$ cat config.mk
export PLATFORM = sky130hd
export DESIGN_NAME = tl_sensor_gen
export DESIGN_NICKNAME = d
export VERILOG_FILES = /design/src/rtl/tl_sensor_gen_pkg.sv /design/src/rtl/tl_det_channel.sv /design/src/rtl/tl_sensor_gen.sv
export SDC_FILE = /design/constraint.sdc
export NUM_CORES = 1
export LEC_CHECK = 0
export BUFFER_PORTS_ARGS = -buffer_cell sky130_fd_sc_hd__clkbuf_2
export CORE_AREA = 2 2 65 67
export CTS_CLUSTER_SIZE = 16
export DETAILED_ROUTE_END_ITERATION = 12
export DIE_AREA = 0 0 67 69
export PLACE_DENSITY = 0.61
export SYNTH_ARGS = -nofsm -noshare
export SYNTH_HDL_FRONTEND = slang
export SYNTH_SLANG_ARGS = --single-unit
export TNS_END_PERCENT = 1
$ cat constraint.sdc
create_clock -name clk -period 6.1 [get_ports clk]
set_input_delay 0.305 -clock clk [delete_from_list [all_inputs] [get_ports clk]]
set_output_delay 0.305 -clock clk [all_outputs]
set_load 0.01 [all_outputs]
$ cat src/rtl/tl_sensor_gen_pkg.sv
// Shared constants for the traffic-light sensor front-end.
// Light encodings match the values the controller's output logic drives.
package tl_sensor_gen_pkg;

    localparam logic [1:0] GREEN  = 2'b00;
    localparam logic [1:0] YELLOW = 2'b01;
    localparam logic [1:0] RED    = 2'b10;

    // Width of the debounce stable counter; covers DEB_CYCLES up to 15.
    localparam int unsigned DEB_W = 4;

    typedef enum logic [1:0] {
        IDLE     = 2'b00,
        RISE_CHK = 2'b01,
        OCCUPIED = 2'b10,
        FALL_CHK = 2'b11
    } deb_state_t;

    function automatic logic is_green(input logic [1:0] light);
        return light == GREEN;
    endfunction

endpackage

$ cat src/rtl/tl_det_channel.sv
// One detector channel: 2-flop synchronizer, debounce FSM, vehicle queue counter,
// sticky overflow flag and registered traffic-present output.
// TL_SENSOR_HOLD_EN: traffic also held high while the loop is occupied.
module tl_det_channel
    import tl_sensor_gen_pkg::*;
#(
    parameter int unsigned DEB_CYCLES = 4,
    parameter int unsigned CNT_W      = 4,
    parameter int unsigned CNT_MAX    = 15
) (
    input  logic             clk,
    input  logic             reset_n,
    input  logic             det,
    input  logic [1:0]       light,
    input  logic             tick,
    output logic             traffic,
    output logic [CNT_W-1:0] cnt,
    output logic             ovf
);

    localparam logic [DEB_W-1:0] DEB_LAST = DEB_W'(DEB_CYCLES - 1);
    localparam logic [DEB_W-1:0] STAB_ONE = DEB_W'(1);
    localparam logic [CNT_W-1:0] CNT_TOP  = CNT_W'(CNT_MAX);
    localparam logic [CNT_W-1:0] CNT_ONE  = CNT_W'(1);

    logic             sync1_q, sync2_q;
    deb_state_t       state_q, state_d;
    logic [DEB_W-1:0] stab_q, stab_d;
    logic             arrival;
    logic             depart;
    logic [CNT_W-1:0] cnt_q, cnt_d;
    logic             ovf_q, ovf_d;
    logic             traffic_q, traffic_d;
    logic             occupied_next;

    // Two-flop synchronizer for the asynchronous detector pin.
    always_ff @(posedge clk or negedge reset_n) begin
        if (!reset_n) begin
            sync1_q <= 1'b0;
            sync2_q <= 1'b0;
        end else begin
            sync1_q <= det;
            sync2_q <= sync1_q;
        end
    end

    // Debounce next-state: a level change is accepted after DEB_CYCLES equal samples.
    always_comb begin
        state_d = state_q;
        stab_d  = stab_q;
        arrival = 1'b0;
        case (state_q)
            IDLE: begin
                if (sync2_q) begin
                    state_d = RISE_CHK;
                    stab_d  = STAB_ONE;
                end
            end
            RISE_CHK: begin
                if (!sync2_q) begin
                    state_d = IDLE;
                    stab_d  = '0;
                end else if (stab_q == DEB_LAST) begin
                    state_d = OCCUPIED;
                    stab_d  = '0;
                    arrival = 1'b1;
                end else begin
                    stab_d = stab_q + STAB_ONE;
                end
            end
            OCCUPIED: begin
                if (!sync2_q) begin
                    state_d = FALL_CHK;
                    stab_d  = STAB_ONE;
                end
            end
            FALL_CHK: begin
                if (sync2_q) begin
                    // Vehicle still present: no new arrival.
                    state_d = OCCUPIED;
                    stab_d  = '0;
                end else if (stab_q == DEB_LAST) begin
                    state_d = IDLE;
                    stab_d  = '0;
                end else begin
                    stab_d = stab_q + STAB_ONE;
                end
            end
            default: begin
                state_d = IDLE;
                stab_d  = '0;
            end
        endcase
    end

    // Debounce state register.
    always_ff @(posedge clk or negedge reset_n) begin
        if (!reset_n) begin
            state_q <= IDLE;
            stab_q  <= '0;
        end else begin
            state_q <= state_d;
            stab_q  <= stab_d;
        end
    end

    // Queue update: simultaneous arrival and departure cancel out.
    always_comb begin
        depart = tick && is_green(light) && (cnt_q != '0);
        cnt_d  = cnt_q;
        ovf_d  = ovf_q;
        if (arrival && !depart) begin
            if (cnt_q < CNT_TOP) begin
                cnt_d = cnt_q + CNT_ONE;
            end else begin
                ovf_d = 1'b1;
            end
        end else if (depart && !arrival) begin
            cnt_d = cnt_q - CNT_ONE;
        end
        occupied_next = (state_d == OCCUPIED) || (state_d == FALL_CHK);
`ifdef TL_SENSOR_HOLD_EN
        traffic_d = (cnt_d != '0) || occupied_next;
`else
        traffic_d = (cnt_d != '0);
`endif
    end

    // Queue, overflow and traffic registers.
    always_ff @(posedge clk or negedge reset_n) begin
        if (!reset_n) begin
            cnt_q     <= '0;
            ovf_q     <= 1'b0;
            traffic_q <= 1'b0;
        end else begin
            cnt_q     <= cnt_d;
            ovf_q     <= ovf_d;
            traffic_q <= traffic_d;
        end
    end

`ifndef TL_SENSOR_HOLD_EN
    // Occupancy only feeds the hold option.
    logic unused_occ;
    assign unused_occ = occupied_next;
`endif

    assign traffic = traffic_q;
    assign cnt     = cnt_q;
    assign ovf     = ovf_q;

endmodule

$ cat src/rtl/tl_sensor_gen.sv
// Sensor front-end for the traffic light controller: two independent detector
// channels producing Ta/Tb. Build option TL_SENSOR_HOLD_EN keeps Tx high while
// a vehicle sits on the loop.
module tl_sensor_gen
    import tl_sensor_gen_pkg::*;
#(
    parameter int unsigned DEB_CYCLES = 4,
    parameter int unsigned CNT_W      = 4,
    parameter int unsigned CNT_MAX    = 15
) (
    input  logic             clk,
    input  logic             reset_n,
    input  logic             det_a,
    input  logic             det_b,
    input  logic [1:0]       La,
    input  logic [1:0]       Lb,
    input  logic             tick,
    output logic             Ta,
    output logic             Tb,
    output logic [CNT_W-1:0] cnt_a,
    output logic [CNT_W-1:0] cnt_b,
    output logic             ovf_a,
    output logic             ovf_b
);

    tl_det_channel #(
        .DEB_CYCLES (DEB_CYCLES),
        .CNT_W      (CNT_W),
        .CNT_MAX    (CNT_MAX)
    ) u_chan_a (
        .clk     (clk),
        .reset_n (reset_n),
        .det     (det_a),
        .light   (La),
        .tick    (tick),
        .traffic (Ta),
        .cnt     (cnt_a),
        .ovf     (ovf_a)
    );

    tl_det_channel #(
        .DEB_CYCLES (DEB_CYCLES),
        .CNT_W      (CNT_W),
        .CNT_MAX    (CNT_MAX)
    ) u_chan_b (
        .clk     (clk),
        .reset_n (reset_n),
        .det     (det_b),
        .light   (Lb),
        .tick    (tick),
        .traffic (Tb),
        .cnt     (cnt_b),
        .ovf     (ovf_b)
    );

endmodule

==> qor.csv, run 1 <==
stage,metric,value,unit
setup_path,crit path from,u_chan_a.cnt[0],
global_routing,vias in the first global route,1108,
finish,NumNets Final,186,
yosys,mux share of post-synthesis cell area,0.03515,
timing,Worst slew margin,0.5526,
timing,final worst-path cycle share,0.3665,
power_and_ir_drop,PwrDens,403.2,mW/mm²
yosys,adder-cell share of the synthesized area,0.05021,
route,Pre-antenna DRT Iters,4,
place,dpl ws,3880,ps
global_routing,GRT overflow,0,
setup_path,CP endpoint kind,register,
finish,"most common cell after layout, fill and taps aside",dfrtp_1,
setup_path,crit start category,register,
yosys,Gate Count Post-Synth,148,
power_and_ir_drop,Pleak,0.7942,nW
setup_path,CP arrival,2390,ps
timing,Min Hold Slack,54.74,ps
route,Routed Antenna Nets,0,
timing,Setup Total Neg Slack,0,ps
floorplan,DIE HEIGHT,69,µm
setup_path,CP Max Fanout,7,
floorplan,io pins,21,
clock_tree,Sink Count,28,
clock_tree,clk slew on worst S/H paths,90,ps
route,number of DRC markers in iteration 0,36,
route,vias per cell,5.342,
place,DP HPWL,2084,µm
clock_tree,clock tree from TritonCTS,built,
yosys,synth unique cells,40,
finish,"Design Area, Final",0.001692,mm²
clock_tree,Root Buffer,clkbuf_8,
clock_tree,post-CTS resize count,0,
finish,final std cells w/o fill,219,
clock_tree,setup bufs post-CTS,0,
floorplan,chip width,67,µm
clock_tree,CTS buffer count,3,
timing,Slew Limit Fails,0,
global_routing,GRT Total Usage,0.1283,
route,# DRC,0,
run,Max Cap Viol,0,
finish,highest-count cells in the layout ignoring fill and taps,"dfrtp_1, clkbuf_2, nand2_1, nand3_1, nor2_1",
setup_path,"Req. time, crit path",6260,ps
finish,Antenna Cells,0,
floorplan,die area,0.004623,mm²
global_routing,largest net degree at the start of global routing,29,
floorplan,num rows,23,
timing,Final Critical Period,2236,ps
yosys,Post-synth EDFFs,0,
clock_tree,Skew-Pair Late Insertion Delay,260,ps
yosys,flop and latch count out of synthesis,28,
setup_path,Reg-to-Reg Start,u_chan_a.cnt[0],
yosys,largest family of logic cells by synthesized area,simple AND/OR/NAND/NOR gates,
global_routing,first-pass GRT wire length,4740,µm
yosys,Post-Synth XOR/XNOR Area,0.04100,
yosys,average size of a mapped cell,10.10,µm²
yosys,area of the mapped netlist,0.001495,mm²
route,DRT Wirelength,2679,µm
finish,FILL cells,397,
yosys,register area share after synthesis,0.4686,
timing,Fmax,0.4472,GHz
power_and_ir_drop,worst vdd ir,0.1567,mV
clock_tree,hold_buf cts,0,
yosys,synth warn,0,
power_and_ir_drop,PnR Total Power,682.1,µW
floorplan,Initial Util,0.3820,
clock_tree,Bufs on Longest Clock Path,2,
yosys,post-synthesis simple-gate area fraction,0.2360,
yosys,main flop type after synthesis,dfrtp_1,
place,Placed Area,0.001650,mm²
setup_path,Crit Path Category,reg -> reg,
clock_tree,htree depth,1,
finish,area grow syn2layout,13.14,%
yosys,Synth Net Count,163,
route,vias after detailed routing,1170,
timing,clock skew,6.803,ps
timing,final worst slack,3864,ps
yosys,Synth async-reset ratio,1.000,
min_path,path type of the worst min-delay path,in -> async,
finish,Post-Route Utilization,0.4322,
timing,final hold vios,0,
timing,Slew @ Worst Pin,671.1,ps
global_routing,antenna violations before repair,0,
route,routed length per placed instance,12.23,µm
floorplan,Core Area,0.003914,mm²
status,status,completed,
place,Placer Congestion,0.8868,
timing,final setup vio count,0,
place,placed insts,216,
finish,share of layout cells above drive strength 1,0.1716,
yosys,Synth Area in Compound Gates,0.1490,
place,I/O Buffers,20,
timing,RSZ-0062 raised after global routing,false,
worst paths after layout:
path                               endpoint  slack (ps)  cells past startpoint
setup / recovery           u_chan_a.traffic        3860                      8
hold / removal             u_chan_a.sync1_q          50                      1
setup reg to reg           u_chan_a.traffic        3860                      8
hold reg to reg            u_chan_b.sync2_q         360                      0
max in group asynchronous         async pin        5610                      1
min in group clk           u_chan_a.sync1_q         140                      1
flip-flops by register name (all words and copies together) (netlist names), 4 cells and up, named ones only:
register	flops
u_chan_a.cnt	4
u_chan_a.stab_q	4
u_chan_b.cnt	4
u_chan_b.stab_q	4
final cells by class:
type | instances | area [µm²] | share of cell area
Multi-Input combinational cell | 112 | 764.5 | 0.4519
Timing Repair Buffer | 20 | 100.1 | 0.05917
Sequential cell | 28 | 700.7 | 0.4142
Clock buffer | 3 | 41.29 | 0.02441
Inverter | 6 | 22.52 | 0.01331
Tap cell | 50 | 62.56 | 0.03698
cells by family (layout without fill, tap and decap cells):
kind of cell               count (synthesis)  count (layout)
and+or+nand+nor                           61              61
AOI/OAI and AO/OA                         33              33
DFF                                       28              28
buffers and inverters                      8              29
xor gates and xnor gates                   7               7
adders and majority gates                  6               6
muxes                                      5               5
synth_stat cells, types with 3 or more instances:
cell type	count	area, µm²
xor2_1	3	26.28
o21ai_0	7	35.03
xnor2_1	4	35.03
o22ai_1	5	31.28
a21oi_1	6	30.03
mux2i_1	3	30.03
nor3_1	5	25.02
nand2_1	13	48.80
nand3_1	11	55.05
and3_1	3	18.77
nor2_1	10	37.54
inv_1	6	22.52
ha_1	6	75.07
dfrtp_1	28	700.7
worst max-delay path, cell delays in order, from the launching register on:
cell	delay, ps
dfrtp_1	470
inv_1	120
ha_1	160
or3b_1	360
and3_1	210
and3_1	200
a21o_1	150
o21a_1	180
a211o_1	270
report_power, final:
group / internal [mW] / switching, mW
combinational: 0.124 / 0.139
clock: 0.0442 / 0.0504
sequential: 0.243 / 0.0823
total: 0.411 / 0.271
layer usage:
metal,up-vias,GRT usage,routed length (µm)
li1,589,-,-
met1,560,0.1602,1193
met4,0,0.03401,17
met2,19,0.2189,1365
met5,-,0,0
met3,2,0.02936,103
No activity file was read; power rests on OpenSTA's default activity.
==> inputs of run 2 (changes only) <==
Clock period 6.1 ns to 2.1 ns, I/O delays scaled along.
==> run 2 against run 1 <==
Effect of this change:
- clock skew decreased by 1.3 ps
- first-iteration DRC count decreased by 22%
- via count increased by 6.0%
- core utilization increased by 5.3 points
- critical endpoint unchanged
- clock power increased to 3.5 times the previous value
- non-clock buffer count increased by 19
- maximum frequency increased by 6.7%
==> qor.csv, run 2 (synthesized netlist as in run 1, its figures left out) <==
stage,metric,value,unit
finish,highest-count cells in the layout ignoring fill and taps,"dfrtp_1, clkbuf_2, buf_4, nand2_1, nand3_1",
clock_tree,htree depth,1,
clock_tree,CTS buffer count,3,
setup_path,crit start category,register,
finish,final std cells w/o fill,239,
status,status,completed,
clock_tree,Skew-Pair Late Insertion Delay,280,ps
finish,share of layout cells above drive strength 1,0.2804,
floorplan,Core Area,0.003914,mm²
power_and_ir_drop,PwrDens,1180,mW/mm²
finish,"most common cell after layout, fill and taps aside",dfrtp_1,
timing,final hold vios,0,
clock_tree,Bufs on Longest Clock Path,2,
global_routing,GRT overflow,0,
clock_tree,clock tree from TritonCTS,built,
finish,Post-Route Utilization,0.4850,
timing,Setup Total Neg Slack,0,ps
global_routing,antenna violations before repair,0,
min_path,path type of the worst min-delay path,reg -> reg,
power_and_ir_drop,PnR Total Power,2.240,mW
finish,"Design Area, Final",0.001898,mm²
floorplan,die area,0.004623,mm²
floorplan,DIE HEIGHT,69,µm
clock_tree,Root Buffer,clkbuf_8,
timing,Min Hold Slack,357.0,ps
route,Pre-antenna DRT Iters,4,
timing,Slew @ Worst Pin,686.2,ps
place,dpl ws,-74.71,ps
setup_path,CP Max Fanout,3,
route,Routed Antenna Nets,0,
timing,RSZ-0062 raised after global routing,true,
place,placed insts,229,
route,DRT Wirelength,3061,µm
floorplan,io pins,21,
place,Placer Congestion,0.8585,
place,DP HPWL,2276,µm
setup_path,CP endpoint kind,register,
finish,area grow syn2layout,26.95,%
finish,Antenna Cells,0,
setup_path,"Req. time, crit path",2270,ps
timing,final setup vio count,0,
place,Placed Area,0.001749,mm²
timing,final worst slack,4.914,ps
timing,Worst slew margin,0.5425,
floorplan,chip width,67,µm
global_routing,largest net degree at the start of global routing,29,
power_and_ir_drop,Pleak,0.8937,nW
global_routing,vias in the first global route,1188,
global_routing,first-pass GRT wire length,5133,µm
setup_path,CP arrival,2260,ps
route,number of DRC markers in iteration 0,28,
timing,Slew Limit Fails,0,
timing,Fmax,0.4773,GHz
run,Max Cap Viol,0,
route,vias per cell,5.188,
clock_tree,Sink Count,28,
timing,clock skew,5.491,ps
global_routing,GRT Total Usage,0.1417,
place,I/O Buffers,20,
timing,Final Critical Period,2095,ps
clock_tree,clk slew on worst S/H paths,90,ps
finish,NumNets Final,205,
route,routed length per placed instance,12.81,µm
setup_path,Crit Path Category,reg -> reg,
floorplan,Initial Util,0.3820,
route,# DRC,0,
power_and_ir_drop,worst vdd ir,0.4819,mV
route,vias after detailed routing,1240,
floorplan,num rows,23,
timing,final worst-path cycle share,0.9977,
run 2: repair_timing:
item,in CTS,in global routing
hold buffers,3,0
pin swaps,4,1
setup endpoints to repair,2,2
resized for setup,3,6
hold endpoints to repair,30,0
setup buffers,1,2
run 2: worst paths after layout:
check	start	end	slack [ps]	cells past startpoint
worst max-delay path	u_chan_a.cnt[0]	u_chan_a.traffic	5	8
worst min-delay path	u_chan_a.sync1_q	u_chan_a.sync2_q	360	0
worst max register to register	u_chan_a.cnt[0]	u_chan_a.traffic	5	8
worst min register to register	u_chan_a.sync1_q	u_chan_a.sync2_q	360	0
max in group asynchronous	reset_n	u_chan_a.cnt[0]	1230	2
min in group asynchronous	reset_n	u_chan_b.stab_q[2]	390	2
run 2: worst max-delay path, cell delays in order, from the launching register on:
cell	delay, ps
dfrtp_2	410
inv_1	80
ha_1	150
or3b_1	360
and3_1	210
and3_1	190
a21o_1	150
o21a_1	170
a211o_1	270
run 2: routing by layer:
layer / up-vias / wire (µm) / track usage
li1: 628 / - / -
met1: 594 / 1424 / 0.1844
met2: 13 / 1524 / 0.2233
met5: - / 0 / 0
met4: 0 / 57 / 0.07483
met3: 5 / 54 / 0.02121
run 2: cell type report:
class,count,area (µm²)
flip-flops and latches,28,701.9
clock buffers,4,55.05
well taps,50,62.56
repair buffers,39,250.2
multi-input cells,112,805.8
inverters,6,22.52
fillers,370,2016
run 2: power by group:
part	internal (mW)	switching, mW	total, mW
clock	0.168	0.165	0.333
sequential	0.707	0.136	0.843
combinational	0.491	0.573	1.06
total	1.37	0.874	2.24
